<file path="src/rtl/beat_pkg.sv">
// Shared beat interface definitions: intensity codes, start-amplitude table, player state.
// Latency: n/a (package only).
// Backpressure: n/a.
package beat_pkg;

  localparam logic [1:0] INT_NONE = 2'd0;
  localparam logic [1:0] INT_LOW  = 2'd1;
  localparam logic [1:0] INT_MID  = 2'd2;
  localparam logic [1:0] INT_HIGH = 2'd3;

  typedef enum logic {IDLE, PLAY} state_t;

  // Start amplitude per intensity; 15-bit unsigned so +/- fits a 16-bit sample.
  function automatic logic [14:0] amp_for_intensity(input logic [1:0] intensity);
    logic [14:0] amp;
    case (intensity)
      INT_LOW:  amp = 15'h1000;
      INT_MID:  amp = 15'h2000;
      INT_HIGH: amp = 15'h3FFF;
      default:  amp = 15'h0000;
    endcase
    return amp;
  endfunction

endpackage

</file>
<file path="src/rtl/beat_envelope.sv">
// Amplitude envelope: holds amp and a decay counter, applying a geometric decay step every DECAY_SAMPLES.
// Latency: load/step take effect on the next clock; note_done is combinational with the final step.
// Backpressure: none; one step per i_step strobe.
module beat_envelope #(
  parameter int unsigned DECAY_SAMPLES = 240,
  parameter int unsigned DECAY_SHIFT   = 3,
  parameter int unsigned MIN_AMP       = 16
) (
  input  logic        clk,
  input  logic        rst,
  input  logic        i_load,
  input  logic [14:0] i_load_amp,
  input  logic        i_step,
  output logic [14:0] o_amp,
  output logic        o_note_done
);

  logic [14:0] r_amp;
  logic [15:0] r_decay_cnt;
  logic [14:0] w_decayed;
  logic        w_wrap;
  logic        w_below;

  assign w_decayed   = r_amp - (r_amp >> DECAY_SHIFT);
  assign w_wrap      = (r_decay_cnt == 16'(DECAY_SAMPLES - 1));
  assign w_below     = (w_decayed < 15'(MIN_AMP));
  assign o_note_done = i_step && w_wrap && w_below;
  assign o_amp       = r_amp;

  // Load on trigger, otherwise count samples and decay on each counter wrap.
  always_ff @(posedge clk or negedge rst) begin
    if (!rst) begin
      r_amp       <= '0;
      r_decay_cnt <= '0;
    end else if (i_load) begin
      r_amp       <= i_load_amp;
      r_decay_cnt <= '0;
    end else if (i_step) begin
      if (w_wrap) begin
        r_decay_cnt <= '0;
        r_amp       <= w_below ? 15'd0 : w_decayed;
      end else begin
        r_decay_cnt <= r_decay_cnt + 16'd1;
      end
    end
  end

endmodule

</file>
<file path="src/rtl/beat_tone_player.sv">
// Beat consumer: edge-detects beats and plays a decaying square-wave burst, one sample per codec request.
// Latency: sample_req at N -> sample_valid/sample_out at N+1; trigger heard from the next request on.
// Backpressure: none; sustains a request every cycle, refused beats are counted in drop_count.
module beat_tone_player
  import beat_pkg::*;
#(
  parameter int unsigned HALF_PERIOD   = 25,
  parameter int unsigned DECAY_SAMPLES = 240,
  parameter int unsigned DECAY_SHIFT   = 3,
  parameter int unsigned MIN_AMP       = 16,
  parameter int unsigned MIN_GAP       = 2400
) (
  input  logic        clk,
  input  logic        rst,
  input  logic        beat_en,
  input  logic [1:0]  beat_intensity,
  input  logic        sample_req,
  output logic [15:0] sample_out,
  output logic        sample_valid,
  output logic        playing,
  output logic [7:0]  drop_count
);

  state_t      r_state;
  state_t      w_state_nxt;
  logic        r_beat_prev;
  logic [1:0]  r_cur_int;
  logic [7:0]  r_phase;
  logic        r_neg;
  logic [15:0] r_gap;
  logic [15:0] r_sample;
  logic        r_valid;
  logic [7:0]  r_drop;

  logic        w_trig;
  logic        w_accept;
  logic        w_refuse;
  logic        w_step;
  logic [14:0] w_amp;
  logic [15:0] w_amp16;
  logic        w_note_done;

  // A restart needs the refractory gap expired and no drop in intensity.
  assign w_trig   = beat_en && !r_beat_prev && (beat_intensity != INT_NONE);
  assign w_accept = w_trig && ((r_state == IDLE) ||
                               ((r_gap == 16'd0) && (beat_intensity >= r_cur_int)));
  assign w_refuse = w_trig && !w_accept;
  // A trigger load overrides the per-sample advance in the same cycle.
  assign w_step   = sample_req && (r_state == PLAY) && !w_accept;
  assign w_amp16  = {1'b0, w_amp};

  beat_envelope #(
    .DECAY_SAMPLES (DECAY_SAMPLES),
    .DECAY_SHIFT   (DECAY_SHIFT),
    .MIN_AMP       (MIN_AMP)
  ) u_env (
    .clk         (clk),
    .rst         (rst),
    .i_load      (w_accept),
    .i_load_amp  (amp_for_intensity(beat_intensity)),
    .i_step      (w_step),
    .o_amp       (w_amp),
    .o_note_done (w_note_done)
  );

  // State register.
  always_ff @(posedge clk or negedge rst) begin
    if (!rst) r_state <= IDLE;
    else      r_state <= w_state_nxt;
  end

  // Next state: accepted trigger starts/restarts a note; final decay step ends it.
  always_comb begin
    w_state_nxt = r_state;
    case (r_state)
      IDLE: if (w_accept) w_state_nxt = PLAY;
      PLAY: begin
        if (w_accept)         w_state_nxt = PLAY;
        else if (w_note_done) w_state_nxt = IDLE;
      end
      default: w_state_nxt = IDLE;
    endcase
  end

  // Edge register, note intensity, square-wave phase/polarity.
  always_ff @(posedge clk or negedge rst) begin
    if (!rst) begin
      r_beat_prev <= 1'b0;
      r_cur_int   <= INT_NONE;
      r_phase     <= '0;
      r_neg       <= 1'b0;
    end else begin
      r_beat_prev <= beat_en;
      if (w_accept) begin
        r_cur_int <= beat_intensity;
        r_phase   <= '0;
        r_neg     <= 1'b0;
      end else if (w_step) begin
        if (r_phase == 8'(HALF_PERIOD - 1)) begin
          r_phase <= '0;
          r_neg   <= ~r_neg;
        end else begin
          r_phase <= r_phase + 8'd1;
        end
      end
    end
  end

  // Refractory gap counter and saturating drop counter.
  always_ff @(posedge clk or negedge rst) begin
    if (!rst) begin
      r_gap  <= '0;
      r_drop <= '0;
    end else begin
      if (w_accept)
        r_gap <= 16'(MIN_GAP);
      else if (sample_req && (r_gap != 16'd0))
        r_gap <= r_gap - 16'd1;
      if (w_refuse && (r_drop != 8'hFF))
        r_drop <= r_drop + 8'd1;
    end
  end

  // Output sample register built from pre-update state.
  always_ff @(posedge clk or negedge rst) begin
    if (!rst) begin
      r_sample <= '0;
      r_valid  <= 1'b0;
    end else begin
      r_valid <= sample_req;
      if (sample_req)
        r_sample <= (r_state == PLAY) ? (r_neg ? -w_amp16 : w_amp16) : 16'd0;
    end
  end

  assign sample_out   = r_sample;
  assign sample_valid = r_valid;
  assign playing      = (r_state == PLAY);
  assign drop_count   = r_drop;

endmodule

</file>
<file path="config.mk">
export PLATFORM = sky130hd
export DESIGN_NAME = beat_tone_player
export DESIGN_NICKNAME = d
export VERILOG_FILES = /design/src/rtl/beat_pkg.sv /design/src/rtl/beat_envelope.sv /design/src/rtl/beat_tone_player.sv
export SDC_FILE = /design/constraint.sdc
export NUM_CORES = 1
export LEC_CHECK = 0
export BUFFER_PORTS_ARGS = -buffer_cell sky130_fd_sc_hd__buf_2
export CAP_MARGIN = 5
export CORE_ASPECT_RATIO = 0.9
export CORE_UTILIZATION = 35
export DETAILED_ROUTE_END_ITERATION = 6
export HOLD_SLACK_MARGIN = 0.1
export PLACE_DENSITY_LB_ADDON = 0.1
export SYNTH_ARGS = -nofsm -noshare
export SYNTH_HDL_FRONTEND = slang
export SYNTH_HIERARCHICAL = 1
export SYNTH_SLANG_ARGS = --single-unit
</file>
<file path="constraint.sdc">
create_clock -name clk -period 4.5 [get_ports clk]
set_input_delay 0.45 -clock clk [delete_from_list [all_inputs] [get_ports clk]]
set_output_delay 0.45 -clock clk [all_outputs]
set_load 0.02 [all_outputs]
</file>
Yosys cells after proc, flatten, opt, wreduce, memory -nomap -nowiden:

Cells that the tools add are included.

* bits in registers: 85
* bits of input ports: 6

* mux-type cells: 22
* reduce and logical (&&, ||, !) cells: 23
* $lt $le $gt $ge: 2
* add/sub/neg operators: 6
* eq/ne operators: 6
* bitwise logic cells: 2

Operator list (count)
* 16-bit 2-to-1 mux: 7
* 15-bit 2-to-1 mux: 4
* 14-bit case mux with 3 select lines: 1
* 8-bit 2-to-1 mux: 3
* 16-bit by 1-bit adder with 16-bit output (second input constant): 1
* 8-bit by 1-bit adder with 8-bit output (second input constant): 2
* 16-bit by 8-bit == test with 1-bit output (second input constant): 1
* 16-bit zero test: 1
* 15-bit negation with 16-bit output: 1
* 16-bit nonzero test: 1
* 16-bit by 1-bit subtractor with 16-bit output (second input constant): 1
* 15-bit by 5-bit less-than comparator with 1-bit output (second input constant): 1
* 15-bit by 12-bit subtractor with 15-bit output: 1
* 1-bit logical AND: 11
* 2-bit nonzero test: 5
* 8-bit by 5-bit == test with 1-bit output (second input constant): 1
* 8-bit != test (second input constant): 1
* 1-bit 2-to-1 mux: 6
* 2-bit == test (second input constant): 2
* 2-bit AND reduction: 2
* 2-bit by 1-bit == test with 1-bit output (second input constant): 1
* 2-bit >= comparator: 1
* 1-bit zero test: 2
* 1-bit inverter: 2
* 2 further kinds: 2

Longest topological paths before layout:

Gate-level depths: netlist of the first run.

* depth in word-level cells: 11
* depth in mapped cells: 15

Hierarchy:

Netlist of the first run, hierarchy kept.

By module, submodules not included
* beat_tone_player: times used 1, area each 2911.5 um^2, cells an instance 303
* beat_envelope: times used 1, area each 2404.8 um^2, cells an instance 284

Worst setup path before layout of the first run:

Ideal clock, no wire load.

* path kind: register to register
* from: register r_gap[0]
* to: register u_env.r_decay_cnt[10]
* arrival time: 2955 ps
* clock period less this slack: 3076 ps
* required time: 4379 ps
* library setup time: 121 ps
* path slack: 1424 ps
* cell stages (with the launch flop): 16
* path through: dfrtp_1 inv_1 ha_1 nor3b_1 nand4_1 o21a_1 nor2_1 buf_4 buf_4 clkbuf_1 or2_2 clkbuf_1 nand4_1 nor3_1 xnor2_1 nor2_1

* word-level cells in the longest chain between the ends: 7
* elaborated cells on any way between the ends: 8
* those cells by class: 1 x mux; 7 x reduce/logical

RTL lines
* start, declared: RTL line beat_tone_player.sv:30 `logic [15:0] r_gap;`
* start signal, assigned: RTL line beat_tone_player.sv:116 `r_gap <= 16'(MIN_GAP);`
* start signal, assigned: RTL line beat_tone_player.sv:118 `r_gap <= r_gap - 16'd1;`
* 16-bit zero test (*): RTL line beat_tone_player.sv:46 `((r_gap == 16'd0) && (beat_intensity >= r_cur_int)));`
* 1-bit logical AND (*): RTL line beat_tone_player.sv:46
* 1-bit logical OR (*): RTL line beat_tone_player.sv:45 `assign w_accept = w_trig && ((r_state == IDLE) ||`
* 1-bit logical AND (*): RTL line beat_tone_player.sv:45
* net w_accept: RTL line beat_tone_player.sv:36 `logic w_accept;`
* 1-bit zero test: RTL line beat_tone_player.sv:49 `assign w_step = sample_req && (r_state == PLAY) && !w_accept;`
* 1-bit logical AND: RTL line beat_tone_player.sv:49
* 2-bit nonzero test (no source line)
* end signal, assigned: RTL line beat_envelope.sv:43 `r_decay_cnt <= r_decay_cnt + 16'd1;`
* end, declared: RTL line beat_envelope.sv:19 `logic [15:0] r_decay_cnt;`

The timed path passes the listed nets; every way through them passes the cells marked *.
A chain may end at the register's enable or synchronous reset.

Worst setup path in the final report of the first run:

* from: register r_gap[6]
* to: register u_env.r_decay_cnt[10]

* word-level cells in the longest chain between the ends: 7
* elaborated cells on any way between the ends: 8
* those cells by class: 1 x mux; 7 x reduce/logical

RTL lines (RTL line)
* 16-bit zero test (*): beat_tone_player.sv:46
* 1-bit logical AND (*): beat_tone_player.sv:46
* 1-bit logical OR (*): beat_tone_player.sv:45
* 1-bit logical AND (*): beat_tone_player.sv:45
* 1-bit zero test: beat_tone_player.sv:49
* 1-bit logical AND: beat_tone_player.sv:49
* 2-bit nonzero test (no source line)

Mark *: on every way between the ends. The rest lies on a longest branch, timed or not.

==> impl_metrics.csv, run 1 <==
group,metric,value,unit
flow_run,drv_cap,0,
global_routing,grt_max_degree,65,
hold_path,worst_hold_path_type,"input pin to async pin",
clock_tree,cts.sinks,85,
global_routing,grtUsageTotal,16.2,%
placed_design,placed_cell_area,5630,um2
floorplanning,die_w,132,um
power_and_ir_drop,fin_total_pwr,3180,uW
drt,viasPerCell,5.19,
critical_path,cp.arrival,3540,ps
floorplanning,die_y,119,um
global_routing,grt_overflow,0,
drt,routed-via-count,4195,
clock_tree,cts.repair.resized,0,
clock_tree,htreeDepth,3,
critical_path,cpLargestDelayFamily,"simple AND/OR/NAND/NOR gates",
power_and_ir_drop,peakVddDrop,0.000223,V
power_and_ir_drop,p_leak,0.00265,uW
final_layout,fin_nets,633,
critical_path,endpoint_kind,"register",
floorplanning,start_util,36.0,%
floorplanning,rows,42,
critical_path,cp_cell_sequence,"nor4_1 -> nand4_1 -> o21a_1 -> nor2_4 -> buf_4 -> or2_2 -> nand4_1 -> nor3_1 -> xnor2_1 -> nor2_1",
timing,final-hold-violation-count,0,
floorplanning,dieArea,15700,um2
clock_tree,cts_made_buffers,9,
critical_path,cp_common_cell,"nand4_1",
final_layout,drive_above_1_share,12.6,%
drt,ant_nets,0,
yosys,synth-async-reset-ratio,100,%
final_layout,nFillCells,1520,
drt,wl_per_cell,14.9,um
floorplanning,core_area,14800,um2
clock_tree,tritoncts,"built",
timing,fin_setup_tns,0,ps
final_layout,antenna_cells,0,
final_layout,design_area,5920,um2
timing,fin_crit_sh,73.9,%
timing,drv_slew,0,
placed_design,placedCellCount,793,
timing,setup_violations,0,
placed_design,hpwlAfterDp,8660,um
timing,max_freq,301,MHz
clock_tree,clk_latency,340,ps
placed_design,placement.io_buffers,31,
yosys,synth_nets,614,
floorplanning,io_pins,32,
critical_path,critical_path_required,4720,ps
clock_tree,hold_buffers,0,
yosys,synth.avg_cell_area,9.06,um2
yosys,synthTopCellsByArea,"dfrtp_1, xor2_1, ha_1, nor2_1, xnor2_1",
critical_path,cpPeakStageDelay,600,ps
yosys,synth_top_area_share,40.0,%
drt,drcViolationCount,0,
timing,max_slew_margin,49.0,%
timing,period_needed,3330,ps
final_layout,final_cell_count_no_fill,808,
yosys,synth_area_leader_cell,"dfrtp_1",
timing,timing.hold.ws,180,ps
timing,fin_skew,7.14,ps
critical_path,worst-path-max-fanout,64,
yosys,ys_seq_area_share,40.0,%
global_routing,grt_pass1_vias,4005,
clock_tree,ctsLongestPathBuffers,2,
yosys,syn_area,5320,um2
drt,wirelength,12100,um
power_and_ir_drop,power_density,537,nW/um2
drt,drtIter0Drc,281,
yosys,synth.most_common_cell,"dfrtp_1",
yosys,netlist_instances,587,
final_layout,areaGrowthSynthToFinish,11.4,%
yosys,yosys-top-cells-count,"dfrtp_1, nor2_1, inv_1",
yosys,ys_types,70,
clock_tree,clkTransAtPathRegs,60,ps
critical_path,critPathKind,"register to register",
critical_path,crit_buf_inv,1,
clock_tree,cts_root_buffer,"clkbuf_16",
global_routing,grt_first_pass_wirelength,20400,um
timing,rsz0062_at_grt,"false",
timing,worstMarginPinSlew,765,ps
global_routing,antenna_found_initial,0,
critical_path,start_kind,"register",
critical_path,slowest_stage,"nor4_1",
drt,drt_pass1_iterations,4,
yosys,ys.flop_type,"dfrtp_1",
clock_tree,post_cts_buffers,0,
yosys,yosys_warnings,6,
placed_design,gp_congestion,0.817,
yosys,ys_ff_latch,85,
outcome,status,"completed",
yosys,synth_enable_flop_cells,0,
==> sequential cells by signal, indices dropped and copies added (netlist names) <==
register / count
r_gap: 16
sample_out: 16
u_env/r_decay_cnt: 16
u_env/o_amp: 15
drop_count: 8
r_phase: 8
r_cur_int: 2
playing: 1
r_beat_prev: 1
r_neg: 1
sample_valid: 1
==> layout by cell type (no fill, tap or decap), types with 3 or more instances in the layout <==
master,n
nor3b_1,6
and2_1,6
clkbuf_16,9
mux2_2,4
or2_2,3
nor3_1,18
a21oi_1,28
nand4_1,15
o21a_1,3
xnor2_1,21
or4_1,4
buf_2,30
xor2_1,35
o41ai_2,3
o21ai_0,24
ha_1,20
mux2i_1,3
nand2_1,43
o31ai_1,7
and3_1,9
or3_1,4
clkbuf_1,3
o22ai_1,13
nor4_1,5
dfrtp_1,85
a211oi_1,3
nand2b_1,7
nor2b_1,5
o211ai_1,3
nand4b_1,3
and4_1,4
inv_1,46
nand3_1,21
a21o_1,3
a31oi_1,4
nor2_1,59
buf_4,3
==> stage by stage <==
stage	worst slack, ps	utilization (%)
2_1_floorplan	1420	-
4_1_cts	1150	40.1
3_3_place_gp	1220	38.1
5_1_grt	802	40.1
3_5_place_dp	1150	38.1
6_report	1170	40.1
==> worst paths after layout <==
kind | end | cells past startpoint | startpoint | slack, ps
worst max-delay path | u_env/r_decay_cnt[10] | 10 | r_gap[6] | 1170
worst min-delay path | sample_out[12] | 1 | rst | 180
worst max register to register | u_env/r_decay_cnt[10] | 10 | r_gap[6] | 1170
worst min register to register | drop_count[6] | 1 | drop_count[6] | 490
max in group asynchronous | r_beat_prev | 2 | rst | 3440
min in group clk | r_beat_prev | 1 | beat_en | 240
==> metal layers <==
| layer | global-route usage (%) | part of all wire [%] | vias up |
|---|---|---|---|
| met2 | 24.7 | 45 | 57 |
| met1 | 23.1 | 51 | 2020 |
| li1 | - | - | 2105 |
| met4 | 4.36 | 1.1 | 0 |
| met3 | 3.58 | 2.7 | 13 |
| met5 | 0 | 0 | - |
==> power by group <==
group | switching (uW) | internal (uW)
Combinational | 677 | 511
Clock | 279 | 458
Sequential | 268 | 986
==> logic make-up after synthesis <==
logic type,count (synthesis),share of synthesized area (%)
compound gates,113,14.5
xor+xnor,57,9.53
other cells,1,0.0705
simple gates,230,23.5
flops,85,40.0
fa+ha+maj,21,5.08
mux,9,1.84
buf+inv,71,5.44
==> cell type report <==
type	count	area, um2	area share [%]
clock buffers	14	264	4.46
clock inverters	1	30.0	0.507
inverters	46	173	2.92
multi-input cells	431	2910	49.1
flip-flops and latches	85	2130	35.9
well taps	198	248	4.18
repair buffers	33	173	2.92
No activity file was read; power rests on OpenSTA's default activity.
==> run 2, diff against run 1 <==
Clock period 4.5 ns to 3.5 ns, I/O delays scaled along.
==> run 2 against run 1 <==
  * Cell count up 1.6%
  * Clock skew down 1.5 ps
  * Register-to-register slack lost 640 ps
  * Final area up 2.0%
  * Power increased by 31%
  * Non-clock buffer count grew 12
  * Flip-flop and latch count stayed put
  * Worst setup slack worse by 640 ps
  * First-iteration DRC count shrank 1.8%
==> impl_metrics.csv, run 2 (synthesis gave the netlist of run 1 again) <==
group,metric,value,unit
outcome,status,"completed",
critical_path,cp_cell_sequence,"ha_1 -> nand2b_1 -> a21oi_1 -> o21a_1 -> nor2_4 -> nor2_1 -> inv_1 -> nor2_1 -> o211ai_1 -> xnor2_1 -> mux2_2",
clock_tree,cts_root_buffer,"clkbuf_16",
global_routing,grt_max_degree,52,
floorplanning,rows,42,
final_layout,areaGrowthSynthToFinish,13.7,%
timing,setup_ws,540,ps
clock_tree,hold_buffers,1,
drt,drt_pass1_iterations,4,
final_layout,layout_common_cells,"dfrtp_1, nor2_1, inv_1",
clock_tree,tritoncts,"built",
power_and_ir_drop,p_leak,0.00272,uW
timing,setup_violations,0,
critical_path,worst-path-max-fanout,9,
clock_tree,ctsLongestPathBuffers,2,
floorplanning,die_y,119,um
power_and_ir_drop,clkPwrFrac,24.4,%
critical_path,cp_common_cell,"nor2_1",
critical_path,cpLargestDelayFamily,"simple AND/OR/NAND/NOR gates",
drt,viasPerCell,5.12,
timing,fin_skew,5.65,ps
critical_path,critPathKind,"register to register",
drt,ant_nets,0,
placed_design,hpwlAfterDp,8950,um
global_routing,grt_pass1_vias,4112,
placed_design,gp_congestion,0.881,
final_layout,antenna_cells,0,
clock_tree,post_cts_buffers,0,
global_routing,grt_first_pass_wirelength,21200,um
final_layout,final_common_cell,"dfrtp_1",
placed_design,place_ws,319,ps
drt,wl_per_cell,15.1,um
timing,timing.hold.ws,129,ps
critical_path,start_kind,"register",
timing,fin_setup_tns,0,ps
global_routing,grtUsageTotal,17.0,%
placed_design,placement.io_buffers,31,
timing,worstMarginPinSlew,702,ps
floorplanning,io_pins,32,
global_routing,grt_overflow,0,
timing,final-hold-violation-count,0,
drt,drtIter0Drc,276,
flow_run,drv_cap,0,
clock_tree,clkTransAtPathRegs,60,ps
timing,period_needed,2960,ps
critical_path,critical_path_required,3730,ps
hold_path,worst_hold_path_type,"input pin to register",
drt,drcViolationCount,0,
floorplanning,die_w,132,um
power_and_ir_drop,p_sw_share,38.7,%
floorplanning,dieArea,15700,um2
power_and_ir_drop,internal-power,2560,uW
final_layout,fin_nets,645,
timing,max_slew_margin,53.1,%
clock_tree,cts.sinks,85,
power_and_ir_drop,peakVddDrop,0.000303,V
power_and_ir_drop,power_density,691,nW/um2
timing,max_freq,338,MHz
power_and_ir_drop,combPwrFrac,37.3,%
clock_tree,clk_latency,350,ps
clock_tree,cts_made_buffers,9,
timing,fin_crit_sh,84.6,%
final_layout,drive_above_1_share,14.8,%
critical_path,endpoint_kind,"register",
floorplanning,core_area,14800,um2
clock_tree,htreeDepth,3,
critical_path,slowest_stage,"nor2_1",
critical_path,crit_buf_inv,1,
global_routing,antenna_found_initial,0,
drt,routed-via-count,4201,
clock_tree,cts.repair.resized,0,
floorplanning,start_util,36.0,%
power_and_ir_drop,p_sw,1620,uW
power_and_ir_drop,p_seq_share,38.3,%
critical_path,cpPeakStageDelay,560,ps
timing,rsz0062_at_grt,"false",
drt,wirelength,12400,um
timing,drv_slew,0,
critical_path,cp.arrival,3190,ps
run 2: power by group through the flow:
stage	clock network, uW	logic, uW	registers (uW)
after floorplan	0	1070	1670
after global placement	0	1550	1600
after detailed placement	0	1560	1610
after CTS	1060	1570	1600
after global routing	1100	1750	1650
final	1020	1560	1600
run 2: final timing paths:
path | startpoint | end | slack, ps | cells past startpoint
max | r_cur_int[0] | u_env/o_amp[13] | 540 | 11
min | beat_en | r_beat_prev | 130 | 1
max reg2reg | r_cur_int[0] | u_env/o_amp[13] | 540 | 11
min reg2reg | r_phase[4] | r_phase[4] | 480 | 1
max in group asynchronous | rst | u_env/r_decay_cnt[5] | 2210 | 3
min in group asynchronous | rst | sample_out[15] | 560 | 2
run 2: cell type report:
type                            instances  area, um2
Fill cell                            1464       8720
Multi-Input combinational cell        431       2910
Sequential cell                        85       2130
Clock buffer                           12        267
Timing Repair Buffer                   45        265
Tap cell                              198        248
Inverter                               46        173
Clock inverter                          4       55.1
run 2: metrics by stage:
| step | instance area, um2 | utilization, % | power (uW) | instances |
|---|---|---|---|---|
| 2_1_floorplan | 5320 | - | 2740 | 587 |
| 3_5_place_dp | 5710 | 38.7 | 3170 | 804 |
| 4_1_cts | 6040 | 40.9 | 4220 | 821 |
| 6_report | 6040 | 40.9 | 4170 | 821 |
| 3_3_place_gp | 5710 | 38.7 | 3150 | 804 |
| 5_1_grt | 6040 | 40.9 | 4500 | 821 |
run 2: per-layer routing:
metal	GRT usage [%]	vias to the layer above	wire, um	part of all wire, %
li1	-	2129	-	-
met1	22.9	2003	6210	50
met2	26.8	52	5610	45
met3	3.66	17	387	3.1
met4	6.18	0	223	1.8
met5	0	-	0	0
==> run 3, diff against run 2 <==
Clock period 3.5 ns to 2.5 ns, I/O delays scaled along.
==> run 3 against run 2 <==
  * Clock skew grew 2.0 ps
  * Die area unchanged
  * Wire length grew 5.5%
  * Sequential power grew 37%
  * Final area is 10% higher
  * Critical path type unchanged
  * Largest cell class unchanged
==> impl_metrics.csv, run 3 (synthesis gave the netlist of run 1 again) <==
group,metric,value,unit
critical_path,worst-path-max-fanout,4,
critical_path,start_kind,"register",
final_layout,final_common_cell,"dfrtp_1",
clock_tree,cts.sinks,85,
critical_path,cp.arrival,2700,ps
global_routing,top_usage_layer,"met2",
timing,max_freq,402,MHz
timing,final-hold-violation-count,0,
drt,drt_pass1_iterations,4,
drt,ant_nets,0,
power_and_ir_drop,power_density,930,nW/um2
floorplanning,io_pins,32,
timing,setup_ws,14.9,ps
clock_tree,cts_root_buffer,"clkbuf_16",
global_routing,antenna_found_initial,0,
drt,viasPerCell,5.12,
timing,setup_violations,0,
clock_tree,ctsLongestPathBuffers,2,
clock_tree,cts_made_buffers,9,
drt,wl_per_cell,15.0,um
critical_path,endpoint_kind,"register",
global_routing,grt_first_pass_wirelength,22100,um
floorplanning,rows,42,
timing,fin_skew,7.65,ps
final_layout,areaGrowthSynthToFinish,25.5,%
timing,max_slew_margin,62.0,%
clock_tree,htreeDepth,3,
drt,routed-via-count,4486,
floorplanning,dieArea,15700,um2
floorplanning,die_w,132,um
timing,rsz0062_at_grt,"true",
clock_tree,tritoncts,"built",
floorplanning,core_area,14800,um2
timing,fin_crit_sh,99.4,%
global_routing,grtUsageTotal,17.6,%
floorplanning,start_util,36.0,%
final_layout,drive_above_1_share,26.1,%
timing,timing.hold.ws,272,ps
drt,drtIter0Drc,219,
critical_path,critPathKind,"register to register",
timing,period_needed,2490,ps
final_layout,fin_nets,701,
critical_path,r2r_cells,11,
hold_path,worst_hold_path_type,"input pin to register",
global_routing,use_met1,24.5,%
drt,wirelength,13100,um
global_routing,grt_pass1_vias,4391,
flow_run,drv_cap,0,
clock_tree,clk_latency,350,ps
hold_path,hold_path_depth,3,
outcome,status,"completed",
hold_path,min_from,"beat_intensity[0]",
placed_design,placement.io_buffers,31,
drt,drcViolationCount,0,
timing,worstMarginPinSlew,569,ps
final_layout,antenna_cells,0,
clock_tree,clkTransAtPathRegs,60,ps
placed_design,place_ws,-96.0,ps
global_routing,grtUsageMet3,3.36,%
critical_path,critical_path_required,2720,ps
global_routing,grt_overflow,0,
critical_path,rr_startpoint,"u_env/o_amp[1]",
global_routing,grt_max_degree,50,
placed_design,gp_congestion,0.861,
final_layout,layout_common_cells,"dfrtp_1, buf_4, nor2_1",
power_and_ir_drop,p_leak,0.00299,uW
critical_path,cp-startpoint,"u_env/o_amp[1]",
power_and_ir_drop,peakVddDrop,0.000410,V
power_and_ir_drop,fin_total_pwr,6200,uW
placed_design,hpwlAfterDp,9400,um
floorplanning,die_y,119,um
global_routing,global_route.usage.met2,27.5,%
timing,drv_slew,0,
-- run 3: cell types whose count changed in the layout (fill, tap and decap cells not counted), sizes merged --
cell and delta:
buf +55, bufinv -1, clkbuf -1, clkinv +1
dlygate4sd3 +1
-- run 3: path summary, 6_finish.rpt --
path | endpoint | slack [ps]
min in group asynchronous | sample_out[15] | 400
worst min register to register | drop_count[6] | 480
worst max register to register | u_env/o_amp[0] | 10
max in group asynchronous | u_env/o_amp[9] | 1430
worst min-delay path | r_cur_int[0] | 270
worst max-delay path | u_env/o_amp[0] | 10
-- run 3: layout make-up --
class | count | area [um2]
clock inverter | 4 | 26.3
timing repair buffer | 101 | 726
tap | 198 | 248
fill | 1472 | 8090
sequential | 85 | 2130
multi-input combinational | 431 | 3140
inverter | 46 | 173
clock buffer | 11 | 233
-- run 3: routing by layer --
layer  vias up  wire length, um  part of all wire (%)
met5         -                0                     0
met4         0              212                   1.6
met3        17              351                   2.7
met2        49             5930                    45
met1      2183             6620                    50
li1       2237                -                     -
-- run 3: power by group --
| part | internal, uW | leakage, uW | switching (uW) |
|---|---|---|---|
| registers | 1780 | 0.00109 | 410 |
| logic | 1330 | 0.00177 | 1470 |
| clock network | 667 | 0.000125 | 557 |
-- run 3: worst max-delay path, stage by stage, from the launching register on --
cell	delay (ps)
dfrtp_1	440
buf_4	150
inv_2	40
fa_2	350
nand2b_4	170
a21oi_4	170
nand2b_4	170
nand4_1	140
o311ai_4	140
nand4_1	120
and4b_4	400
o41ai_2	70
-- run 3: timing repair --
action	CTS	global route
hold buffers	2	0
buffers inserted	1	6
pin swaps	2	17
hold endpoints to repair	37	0
gates resized for setup	6	31
setup endpoints to repair	5	17
-- run 3: stage by stage --
step                instances  TNS, ps  cell area (um2)  utilization, %
finish                    876        0             6670            45.2
global route              876     -271             6670            45.2
CTS                       870        0             6490            43.9
detailed placement        852     -458             6160            41.7
global placement          852     -198             6160            41.7
floorplan                 587     -586             5400               -
